$ cat src/rtl/rggen_rtl_pkg.sv
// rtl/rggen_rtl_pkg.sv - shared access/status types and strobe helper for the register interface
package rggen_rtl_pkg;

  localparam int RGGEN_MAX_BUS_WIDTH    = 512;
  localparam int RGGEN_MAX_STROBE_WIDTH = RGGEN_MAX_BUS_WIDTH / 8;

  typedef enum logic [1:0] {
    RGGEN_READ  = 2'b10,
    RGGEN_WRITE = 2'b11
  } rggen_access;

  typedef enum logic [1:0] {
    RGGEN_OKAY         = 2'b00,
    RGGEN_EXOKAY       = 2'b01,
    RGGEN_SLAVE_ERROR  = 2'b10,
    RGGEN_DECODE_ERROR = 2'b11
  } rggen_status;

  typedef enum logic [1:0] {
    HOST_IDLE,
    HOST_BUSY,
    HOST_RESPONSE
  } rggen_host_state;

  // Callers size-cast in and out, so one function covers every bus width.
  function automatic logic [RGGEN_MAX_BUS_WIDTH-1:0] rggen_expand_strobe(
    input logic [RGGEN_MAX_STROBE_WIDTH-1:0] strobe
  );
    logic [RGGEN_MAX_BUS_WIDTH-1:0] mask;
    mask = '0;
    for (int i = 0; i < RGGEN_MAX_STROBE_WIDTH; i++) begin
      mask[8*i+:8] = {8{strobe[i]}};
    end
    return mask;
  endfunction

endpackage

$ cat src/rtl/rggen_or_reducer.sv
// rtl/rggen_or_reducer.sv - bitwise OR of N packed WIDTH-bit lanes
module rggen_or_reducer #(
  parameter int WIDTH = 1,
  parameter int N     = 1
) (
  input  logic [WIDTH*N-1:0] i_data,
  output logic [WIDTH-1:0]   o_result
);

  always_comb begin
    o_result = '0;
    for (int i = 0; i < N; i++) begin
      o_result |= i_data[i*WIDTH+:WIDTH];
    end
  end

endmodule

$ cat src/rtl/rggen_host_adapter.sv
// rtl/rggen_host_adapter.sv - valid/ready host bus to single-beat register access initiator
module rggen_host_adapter
  import rggen_rtl_pkg::*;
#(
  parameter int                       ADDRESS_WIDTH       = 16,
  parameter int                       LOCAL_ADDRESS_WIDTH = 8,
  parameter logic [ADDRESS_WIDTH-1:0] BASE_ADDRESS        = '0,
  parameter int                       BYTE_SIZE           = 256,
  parameter int                       BUS_WIDTH           = 32,
  parameter int                       REGISTERS           = 1,
  parameter bit                       ERROR_STATUS        = 1'b0,
  parameter logic [BUS_WIDTH-1:0]     DEFAULT_READ_DATA   = '0,
  parameter int                       TIMEOUT             = 0
) (
  input  logic                           i_clk,
  input  logic                           i_rst_n,
  input  logic                           i_req_valid,
  output logic                           o_req_ready,
  input  logic                           i_req_write,
  input  logic [ADDRESS_WIDTH-1:0]       i_req_address,
  input  logic [BUS_WIDTH-1:0]           i_req_write_data,
  input  logic [BUS_WIDTH/8-1:0]         i_req_strobe,
  output logic                           o_rsp_valid,
  input  logic                           i_rsp_ready,
  output logic [1:0]                     o_rsp_status,
  output logic [BUS_WIDTH-1:0]           o_rsp_read_data,
  output logic                           o_register_valid,
  output logic [1:0]                     o_register_access,
  output logic [LOCAL_ADDRESS_WIDTH-1:0] o_register_address,
  output logic [BUS_WIDTH-1:0]           o_register_write_data,
  output logic [BUS_WIDTH-1:0]           o_register_strobe,
  input  logic [REGISTERS-1:0]           i_register_active,
  input  logic [REGISTERS-1:0]           i_register_ready,
  input  logic [2*REGISTERS-1:0]         i_register_status,
  input  logic [BUS_WIDTH*REGISTERS-1:0] i_register_read_data
);

  localparam int ADDR_LSB      = $clog2(BUS_WIDTH / 8);
  localparam int EXT_WIDTH     = ADDRESS_WIDTH + 1;
  localparam int COUNTER_WIDTH = (TIMEOUT > 0) ? $clog2(TIMEOUT + 1) : 1;

  // Range check is done one bit wider so a block ending at the top of the map does not wrap.
  localparam logic [EXT_WIDTH-1:0]           RANGE_BEGIN     = EXT_WIDTH'(BASE_ADDRESS);
  localparam logic [EXT_WIDTH-1:0]           RANGE_END       = RANGE_BEGIN + EXT_WIDTH'(BYTE_SIZE);
  localparam logic [LOCAL_ADDRESS_WIDTH-1:0] LOCAL_MASK      = ~LOCAL_ADDRESS_WIDTH'((1 << ADDR_LSB) - 1);
  localparam logic [COUNTER_WIDTH-1:0]       TIMEOUT_LAST    = COUNTER_WIDTH'((TIMEOUT > 0) ? TIMEOUT - 1 : 0);
  localparam logic [1:0]                     UNMAPPED_STATUS = ERROR_STATUS ? RGGEN_SLAVE_ERROR : RGGEN_OKAY;

  rggen_host_state state;
  rggen_host_state next_state;

  logic                           req_ready;
  logic                           in_range;
  logic                           write;
  logic [LOCAL_ADDRESS_WIDTH-1:0] address;
  logic [BUS_WIDTH-1:0]           write_data;
  logic [BUS_WIDTH-1:0]           strobe;
  logic [1:0]                     rsp_status;
  logic [BUS_WIDTH-1:0]           rsp_read_data;
  logic [COUNTER_WIDTH-1:0]       counter;

  logic                           accept;
  logic                           req_in_range;
  logic [LOCAL_ADDRESS_WIDTH-1:0] req_local_address;
  logic [BUS_WIDTH-1:0]           req_strobe_mask;
  logic                           any_active;
  logic                           active_ready;
  logic                           timeout_hit;
  logic                           complete;
  logic [1:0]                     complete_status;
  logic [BUS_WIDTH-1:0]           complete_data;

  logic [2*REGISTERS-1:0]         masked_status;
  logic [BUS_WIDTH*REGISTERS-1:0] masked_data;
  logic [1:0]                     collected_status;
  logic [BUS_WIDTH-1:0]           collected_data;

  assign accept            = i_req_valid && req_ready;
  assign req_in_range      = ({1'b0, i_req_address} >= RANGE_BEGIN) && ({1'b0, i_req_address} < RANGE_END);
  assign req_local_address = LOCAL_ADDRESS_WIDTH'(i_req_address - BASE_ADDRESS) & LOCAL_MASK;
  assign req_strobe_mask   = BUS_WIDTH'(rggen_expand_strobe(RGGEN_MAX_STROBE_WIDTH'(i_req_strobe)));

  // Only registers claiming the address contribute to the collected response.
  always_comb begin
    masked_status = '0;
    masked_data   = '0;
    for (int i = 0; i < REGISTERS; i++) begin
      masked_status[2*i+:2]                = i_register_status[2*i+:2] & {2{i_register_active[i]}};
      masked_data[BUS_WIDTH*i+:BUS_WIDTH] = i_register_read_data[BUS_WIDTH*i+:BUS_WIDTH] & {BUS_WIDTH{i_register_active[i]}};
    end
  end

  rggen_or_reducer #(.WIDTH(2), .N(REGISTERS)) u_status_reducer (
    .i_data   (masked_status),
    .o_result (collected_status)
  );

  rggen_or_reducer #(.WIDTH(BUS_WIDTH), .N(REGISTERS)) u_data_reducer (
    .i_data   (masked_data),
    .o_result (collected_data)
  );

  assign any_active   = |i_register_active;
  assign active_ready = |(i_register_active & i_register_ready);
  assign timeout_hit  = (TIMEOUT > 0) && (counter == TIMEOUT_LAST);

  always_comb begin
    next_state       = state;
    complete         = 1'b0;
    o_req_ready      = req_ready;
    o_rsp_valid      = 1'b0;
    o_register_valid = 1'b0;
    case (state)
      HOST_IDLE: begin
        if (accept) next_state = HOST_BUSY;
      end
      HOST_BUSY: begin
        o_register_valid = in_range;
        complete         = !in_range || !any_active || active_ready || timeout_hit;
        if (complete) next_state = HOST_RESPONSE;
      end
      HOST_RESPONSE: begin
        o_rsp_valid = 1'b1;
        if (i_rsp_ready) next_state = HOST_IDLE;
      end
      default: next_state = HOST_IDLE;
    endcase
  end

  // A ready register wins over a timeout landing in the same cycle.
  always_comb begin
    complete_status = RGGEN_SLAVE_ERROR;
    complete_data   = '0;
    if (!in_range || !any_active) begin
      complete_status = UNMAPPED_STATUS;
      complete_data   = write ? '0 : DEFAULT_READ_DATA;
    end else if (active_ready) begin
      complete_status = collected_status;
      complete_data   = write ? '0 : collected_data;
    end
  end

  always_ff @(posedge i_clk or negedge i_rst_n) begin
    if (!i_rst_n) begin
      state     <= HOST_IDLE;
      req_ready <= 1'b0;
    end else begin
      state     <= next_state;
      req_ready <= (next_state == HOST_IDLE);
    end
  end

  always_ff @(posedge i_clk or negedge i_rst_n) begin
    if (!i_rst_n) begin
      in_range      <= 1'b0;
      write         <= 1'b0;
      address       <= '0;
      write_data    <= '0;
      strobe        <= '0;
      rsp_status    <= RGGEN_OKAY;
      rsp_read_data <= '0;
      counter       <= '0;
    end else begin
      if (accept) begin
        in_range   <= req_in_range;
        write      <= i_req_write;
        address    <= req_local_address;
        write_data <= i_req_write ? i_req_write_data : '0;
        strobe     <= i_req_write ? req_strobe_mask : '1;
        counter    <= '0;
      end else if ((state == HOST_BUSY) && in_range) begin
        counter <= counter + COUNTER_WIDTH'(1);
      end
      if (complete) begin
        rsp_status    <= complete_status;
        rsp_read_data <= complete_data;
      end
    end
  end

  assign o_rsp_status          = rsp_status;
  assign o_rsp_read_data       = rsp_read_data;
  assign o_register_access     = write ? RGGEN_WRITE : RGGEN_READ;
  assign o_register_address    = address;
  assign o_register_write_data = write_data;
  assign o_register_strobe     = strobe;

endmodule

$ cat config.mk
export PLATFORM = sky130hd
export DESIGN_NAME = rggen_host_adapter
export DESIGN_NICKNAME = d
export VERILOG_FILES = /design/src/rtl/rggen_rtl_pkg.sv /design/src/rtl/rggen_or_reducer.sv /design/src/rtl/rggen_host_adapter.sv
export SDC_FILE = /design/constraint.sdc
export NUM_CORES = 1
export LEC_CHECK = 0
export BUFFER_PORTS_ARGS = -buffer_cell sky130_fd_sc_hd__buf_2
export CAP_MARGIN = 10
export CORE_ASPECT_RATIO = 0.7
export CORE_MARGIN = 3
export CORE_UTILIZATION = 40
export CTS_BUF_LIST = sky130_fd_sc_hd__clkbuf_8
export CTS_CLUSTER_DIAMETER = 120
export CTS_CLUSTER_SIZE = 14
export DETAILED_ROUTE_END_ITERATION = 16
export MAX_ROUTING_LAYER = met4
export PLACE_DENSITY = 0.79
export SETUP_SLACK_MARGIN = 0.15
export SLEW_MARGIN = 20
export SYNTH_ARGS = -nofsm -noshare
export SYNTH_HDL_FRONTEND = slang
export SYNTH_SLANG_ARGS = --single-unit
$ cat constraint.sdc
create_clock -name i_clk -period 2.9 [get_ports i_clk]
set_input_delay 0.145 -clock i_clk [delete_from_list [all_inputs] [get_ports i_clk]]
set_output_delay 0.145 -clock i_clk [all_outputs]
set_load 0.02 [all_outputs]
After elaboration in Yosys (flattened, before gate mapping)
Cells that the tools add are included.
{"block": "op_classes", "magnitude_cmp": 1, "n_eq_ne": 2, "mux": 15, "n_bitwise": 3, "reduce_logical": 7}
{"op": "$mux 32", "count": 5}
{"op": "$and 32x32->32", "count": 1}
{"op": "$lt 16x9->1 const B", "count": 1}
{"op": "$mux 2", "count": 5}
{"op": "$pmux 2 s3", "count": 1}
{"op": "$logic_not 2->1", "count": 2}
{"op": "$mux 1", "count": 4}
{"op": "$and 2x2->2", "count": 1}
{"op": "$eq 2x1->1 const B", "count": 1}
{"op": "$eq 2x2->1 const B", "count": 1}
{"op": "$logic_not 1->1", "count": 2}
{"op": "$logic_or 1x1->1", "count": 2}
{"op": "$and 1x1->1", "count": 1}
{"op": "$logic_and 1x1->1", "count": 1}
{"block": "totals", "ff_bits": 109, "in_bits": 93, "output_inout_bits": 111, "elab_cells": 37}

Depth between registers and ports, before layout
Gate-level depths: netlist of run 1.
{"block": "depth", "depth_word": 6, "depth_mapped": 6}

Hierarchy
Synthesis of run 1 repeated with hierarchy kept, for this count alone.
{"block": "hier_totals", "hier_cells": 414, "area_unflattened_um2": 3990.1}
{"mod": "rggen_host_adapter", "instances": 1, "cells_each": 380, "area_per_inst_um2": 3734.8, "seq_area_each_um2": 2026.9}
{"mod": "rggen_or_reducer (u_data_reducer)", "instances": 1, "cells_each": 32, "area_per_inst_um2": 240.2, "seq_area_each_um2": 0.0}
{"mod": "rggen_or_reducer (u_status_reducer)", "instances": 1, "cells_each": 2, "area_per_inst_um2": 15.0, "seq_area_each_um2": 0.0}

Least setup slack after synthesis of run 1
No wires, ideal clock.
{"block": "synth_timing", "kind": "register to register", "start": "register req_ready, in the netlist o_req_ready", "end": "register strobe[30], in the netlist o_register_strobe[30]", "setup_time_ns": 0.141, "arrival_time_ns": 1.132, "t_required_ns": 2.759, "path_slack_ns": 1.627, "path_stages_with_launch": 6, "cell_sequence": "dfrtp_1 -> and2_1 -> clkbuf_1 -> buf_2 -> buf_4 -> a31oi_1"}
{"block": "synth_between", "elab_chain_cells": 1}
{"item": "start, declared", "line_no": "rggen_host_adapter.sv:52", "rtl": "logic req_ready;"}
{"item": "start signal, assigned", "line_no": "rggen_host_adapter.sv:149", "rtl": "req_ready <= (next_state == HOST_IDLE);"}
{"item": "$logic_and 1x1->1", "line_no": "rggen_host_adapter.sv:78", "rtl": "assign accept = i_req_valid && req_ready;"}
{"item": "end signal, assigned", "line_no": "rggen_host_adapter.sv:169", "rtl": "strobe <= i_req_write ? req_strobe_mask : '1;"}
{"item": "end, declared", "line_no": "rggen_host_adapter.sv:57", "rtl": "logic [BUS_WIDTH-1:0] strobe;"}
No other way between the ends.
A chain may end at the register's enable or synchronous reset.

Final worst setup path of run 1
{"block": "layout_timing", "start": "register write", "end": "register rsp_read_data[8], in the netlist o_rsp_read_data[8]"}
{"block": "layout_between", "elab_chain_cells": 3}
{"item": "start, declared", "line_no": "rggen_host_adapter.sv:54", "rtl": "logic write;"}
{"item": "start signal, assigned", "line_no": "rggen_host_adapter.sv:166", "rtl": "write <= i_req_write;"}
{"item": "$mux 32", "line_no": "rggen_host_adapter.sv:139", "rtl": "complete_data = write ? '0 : collected_data;"}
{"item": "$mux 32", "line_no": "rggen_host_adapter.sv:137", "rtl": "end else if (active_ready) begin"}
{"item": "$mux 32", "line_no": "rggen_host_adapter.sv:134", "rtl": "if (!in_range || !any_active) begin"}
{"item": "end signal, assigned", "line_no": "rggen_host_adapter.sv:176", "rtl": "rsp_read_data <= complete_data;"}
{"item": "end, declared", "line_no": "rggen_host_adapter.sv:59", "rtl": "logic [BUS_WIDTH-1:0] rsp_read_data;"}
No other way between the ends.

==> results.toml, run 1 <==
[place]
dpl_cell_area_um2 = 4280
pre_cts_ws_ns = 1.29
gp_congestion = 0.770
io_buffers = 198
dp.cells = 609
dp_hpwl_um = 6400

[pwr]
power_density_nw_per_um2 = 845
ir_drop_mv = 0.429
p_leak_nw = 2.72

[worst_setup_path]
crit_type = "flip-flop to flip-flop"
worst-path-buf-inv = 0
slowest_delay_ns = 0.60
crit_chain = "and4b_1 > and2_4 > a22o_1"
crit_fanout = 20
critPathCaptureType = "flip-flop"
crit_family = "simple AND/OR/NAND/NOR gates"
cpMaxStageDelayCell = "and4b_1"
arrival_ns = 1.91
critical_path_required_ns = 3.18
start_kind = "flip-flop"

[timing]
min_period_over_period_pct = 56.3
period_needed_ns = 1.63
rsz0062_at_grt = "false"
maxSlewViolCount = 0
tns_ns = 0
skew_ns = 0.00474
setup_ws_ns = 1.27
slew_headroom_pct = 39.8
finalSetupViolCount = 0
worst_slew_pin_slew_ns = 0.904
fmax_mhz = 613
finalHoldViolCount = 0

[clock_network]
cts_buffer_depth = 2
root_buffer = "clkbuf_8"
cts.sinks = 81
ctsHoldBuffers = 17
cts_buffers = 9
clk_pin_slew_ns = 0.08
cts_resized = 0
h-tree-depth = 3
cts_tree = "built"
clk_latency_ns = 0.35
post-cts-setup-buffer-count = 0

[synth]
syn_avg_cell_area_um2 = 10.1
synthCells = 344
synth_area_leaders = "dfrtp_1 (58%), nand2_1 (11%), buf_4 (7.1%), a22o_1 (5.0%), nand3_1 (4.7%)"
synthArstFlopShare_pct = 100
synth_area_um2 = 3480
yosysSeqAreaShare_pct = 58.2
synth.yosys.warnings = 0
synth_edf_count = 0
synth.largest_area_cell = "dfrtp_1"
synth-seq-cells = 81
synthFlopType = "dfrtp_1"
synth_top_area_share_pct = 58.2
synth.distinct_cells = 28

[layout]
fill_cells = 716
drive_gt1_share_pct = 41.7
num_antenna_cells = 0
layout.cells.non_filler = 643
syn_to_final_growth_pct = 34.0
stdcell_area_um2 = 4670
nets = 615

[routing]
first_iter_violations = 140
ant_nets = 0
viasPerCell = 4.69
remaining_drc_errors = 0
route.detailed.wl_per_inst_um = 14.1
firstDrtPassIters = 4
drt_wl_total_um = 9090
vias = 3013

[grt]
antenna_found_initial = 0
grt_usage_pct = 19.1
grt_pass1_vias = 3024
grt_start_max_net_pins = 82
grt_pass1_wl_um = 14800
gr-total-overflow = 0

[floorplanning]
fp.dieW_um = 118
core_um2 = 8140
pin_count = 204
die-area_um2 = 9880
rows = 27
initial_core_util_pct = 42.8
die_h_um = 84.1

[job]
cap_violations = 0

[outcome]
status = "completed"

[hold_path]
hp-class = "primary input to flip-flop"
-- per-layer routing --
| layer | routed length [um] | global-route usage, % | share of wire (%) | vias to the layer above |
|---|---|---|---|---|
| li1 | - | - | - | 1442 |
| met1 | 3620 | 20.7 | 40 | 1431 |
| met2 | 4670 | 33.5 | 51 | 125 |
| met3 | 673 | 6.17 | 7.4 | 15 |
| met4 | 128 | 5.74 | 1.4 | 0 |
| met5 | 0 | - | 0 | - |
-- cell type report --
cell class,count,area (um2),share of cell area [%]
clock inverters,5,53.8,1.15
clock buffers,11,151,3.24
repair buffers,218,1190,25.6
inverters,17,63.8,1.37
flip-flops and latches,81,2030,43.4
well taps,116,145,3.11
multi-input cells,195,1030,22.1
-- Yosys cell counts, types with 2 or more instances --
cell type    n
nor4_1       2
clkbuf_1     2
conb_1       2
o21ai_0      2
nand3_1     33
buf_6        5
nor2_1       5
buf_4       33
inv_1       17
a22o_1      20
buf_1        6
mux2i_1     12
a31oi_1      4
buf_2        5
nand2_1    101
a32o_1       2
dfrtp_1     81
and2_1       2
-- state kept, by name, indices dropped and copies added, names as in the netlist --
name                   count
write                      1
o_req_ready                1
o_rsp_status               2
in_range                   1
o_register_strobe          4
state                      2
o_rsp_read_data           32
o_register_address         6
o_register_write_data     32
-- worst min-delay path: stages --
cell and delay [ns]:
buf_2 0.08, nand3_1 0.06, nand2_1 0.06
-- stage by stage --
stage	utilization, %	hold slack [ns]	power (mW)
global route	57.3	0.000902	4.19
detailed placement	52.5	0.350	3.13
floorplan	-	-0.151	2.77
global placement	52.5	0.342	3.10
finish	57.3	0.0217	3.94
CTS	57.1	0.000537	4.00
-- path summary, 6_finish.rpt --
kind,start,to,slack [ns],depth (start not counted)
setup reg to reg,write$_DFFE_PN0P_,o_rsp_read_data[8]$_DFFE_PN0P_,1.27,3
hold / removal,i_req_write_data[14],o_register_write_data[14]$_DFFE_PN0P_,0.02,3
max in group asynchronous,i_rst_n,o_register_strobe[15]$_DFFE_PN0P_,2.00,2
setup / recovery,write$_DFFE_PN0P_,o_rsp_read_data[8]$_DFFE_PN0P_,1.27,3
min in group asynchronous,i_rst_n,o_rsp_read_data[26]$_DFFE_PN0P_,0.40,2
hold reg to reg,o_register_write_data[29]$_DFFE_PN0P_,o_register_write_data[29]$_DFFE_PN0P_,0.47,2
-- layout by cell type, fill, tap and decap left out, types with 2 or more instances in the layout --
master         count
a22o_1            20
a31oi_1            4
a32o_1             2
buf_2            197
buf_4              2
clkbuf_8          11
clkinv_2           3
conb_1             3
dfrtp_1           81
dlygate4sd3_1     18
inv_1             17
mux2i_1           12
nand2_1          101
nand3_1           33
nor2_1             5
nor4_1             2
o21ai_0            2
-- kinds of logic after synthesis --
family	after synthesis	synth area share (%)
flops	81	58.2
mux	12	3.45
compound gates	31	7.51
simple gates	149	18.3
other cells	2	0.216
buf+inv	69	12.3
-- report_power, final --
part | total, mW | internal [mW] | switching, mW
Sequential | 1.56 | 1.39 | 0.167
Combinational | 1.56 | 0.494 | 1.06
Clock | 0.831 | 0.442 | 0.389
(Power assumes the default switching activity.)
==> run 2, diff against run 1 <==
clock period = 1.6 ns   (was 2.9 ns; I/O delays follow)
==> run 2 against run 1 <==
Worst hold slack better by 0.11 ns. Die area unchanged. Setup slack worse by 1.1 ns. Clock power up 100%. Cell area up 16%. Sequential power up 82%. Non-clock buffer count up 71. Clock-buffer cell count down 2. Critical path depth up 3. Core utilization up 9.3 points.
==> results.toml, run 2 (synthesized netlist as in run 1, its figures left out) <==
[worst_setup_path]
crit_chain = "dlygate4sd3_1 > buf_2 > nor4_2 > dlygate4sd3_1 > nand3_1 > nand2_1"
cpMaxStageDelayCell = "dlygate4sd3_1"
r2r-start = "state[1]$_DFF_PN0_"
slowest_delay_ns = 0.58
start_kind = "primary input"
crit_fanout = 1
rrSetupSlack_ns = 0.27
crit_type = "primary input to flip-flop"
startpoint = "i_req_address[14]"
critPathCaptureType = "flip-flop"
worst-path-buf-inv = 3
crit_top_cell = "dlygate4sd3_1"
critical_path_required_ns = 1.90
reg2reg_depth = 4
crit_family = "buffers and inverters"
endpoint = "in_range$_DFFE_PN0P_"
path_depth = 6
rr_endpoint = "o_rsp_read_data[22]$_DFFE_PN0P_"
arrival_ns = 1.75

[timing]
fmax_mhz = 687
timing.hold.ws_ns = 0.127
min_period_over_period_pct = 90.9
skew_ns = 0.0113
maxSlewViolCount = 0
slew_headroom_pct = 56.3
finalHoldViolCount = 0
finalSetupViolCount = 0
period_needed_ns = 1.46
rsz0062_at_grt = "false"
worst_slew_pin_slew_ns = 0.655
tns_ns = 0

[place]
io_buffers = 198
gp_congestion = 0.812
dp_hpwl_um = 6790

[floorplanning]
pin_count = 204
die_h_um = 84.1
initial_core_util_pct = 42.8
core_um2 = 8140
rows = 27
die-area_um2 = 9880
fp.dieW_um = 118

[grt]
grt_pass1_wl_um = 17400
antenna_found_initial = 0
grt_start_max_net_pins = 46
gr-total-overflow = 0
grt_usage_pct = 22.7
grt_pass1_vias = 3438

[pwr]
ir_drop_mv = 0.978
p_sw_mw = 3.08
p_int_mw = 4.49
power_density_nw_per_um2 = 1400
combPwrFrac_pct = 40.5
seq_power_share_pct = 37.5
p_leak_nw = 3.04
swShare_pct = 40.7
pwr-share-clk_pct = 22.0

[routing]
route.detailed.wl_per_inst_um = 15.1
vias = 3359
drt_wl_total_um = 10800
viasPerCell = 4.70
firstDrtPassIters = 4
remaining_drc_errors = 0
first_iter_violations = 191
ant_nets = 0

[clock_network]
root_buffer = "clkbuf_8"
cts_buffer_depth = 2
clk_latency_ns = 0.35
clk_pin_slew_ns = 0.09
cts_tree = "built"
cts.sinks = 81
h-tree-depth = 3
cts_buffers = 9

[layout]
final_common_cell = "buf_2"
drive_gt1_share_pct = 38.1
nets = 686
syn_to_final_growth_pct = 55.7
num_antenna_cells = 0
layout.cells.most_common_list = "buf_2 (196), nand2_1 (101), dlygate4sd3_1 (82)"

[hold_path]
hp-class = "primary input to flip-flop"
hold_depth = 4

[outcome]
status = "completed"

[job]
cap_violations = 0
## run 2: cell type report
cell class / instances / area [um2]
fill: 605 / 2720
sequential: 81 / 2030
timing repair buffer: 289 / 1920
multi-input combinational: 195 / 1040
tap: 116 / 145
clock buffer: 9 / 124
clock inverter: 7 / 103
inverter: 17 / 63.8
## run 2: timing repair
| item | in CTS | in global routing |
|---|---|---|
| resized for setup | 0 | 2 |
| endpoints found under the hold margin | 118 | 0 |
| hold buffers | 82 | 0 |
| setup endpoints to repair | 1 | 2 |
| setup buffers | 1 | 0 |
## run 2: worst min-delay path by stage
stage	start	end
6_report	i_register_active	state[0]$_DFF_PN0_
3_3_place_gp	i_rst_n	o_rsp_read_data[31]$_DFFE_PN0P_
3_5_place_dp	i_rst_n	o_rsp_read_data[31]$_DFFE_PN0P_
4_1_cts	i_register_active	state[0]$_DFF_PN0_
2_1_floorplan	i_rst_n	in_range$_DFFE_PN0P_
5_1_grt	i_register_active	state[0]$_DFF_PN0_
## run 2: through the flow
step	worst slack, ns	area, um2	utilization (%)	cells	power, mW
global route	0.119	5420	66.6	714	8.04
finish	0.145	5420	66.6	714	7.57
CTS	0.191	5410	66.5	714	7.64
global placement	0.301	4360	53.5	615	5.70
floorplan	0.327	3490	-	345	5.02
detailed placement	0.251	4360	53.5	615	5.77
## run 2: power by group through the flow
stage	sequential (mW)	combinational, mW	clock (mW)
3_3_place_gp	2.83	2.86	0
6_report	2.84	3.06	1.67
4_1_cts	2.83	3.07	1.74
2_1_floorplan	3.42	1.60	0
5_1_grt	2.91	3.31	1.82
3_5_place_dp	2.87	2.91	0
## run 2: layer usage
| metal | global-route usage, % | wire length, um | vias to the layer above |
|---|---|---|---|
| met5 | - | 0 | - |
| met4 | 8.94 | 229 | 0 |
| met3 | 6.37 | 786 | 24 |
| met2 | 40.0 | 5760 | 156 |
| met1 | 24.4 | 3990 | 1593 |
| li1 | - | - | 1586 |
## run 2: tightest hold or removal path, cell delays in order
cell	delay, ns
buf_2	0.12
nand4b_1	0.09
o21a_1	0.12
nor2_1	0.04
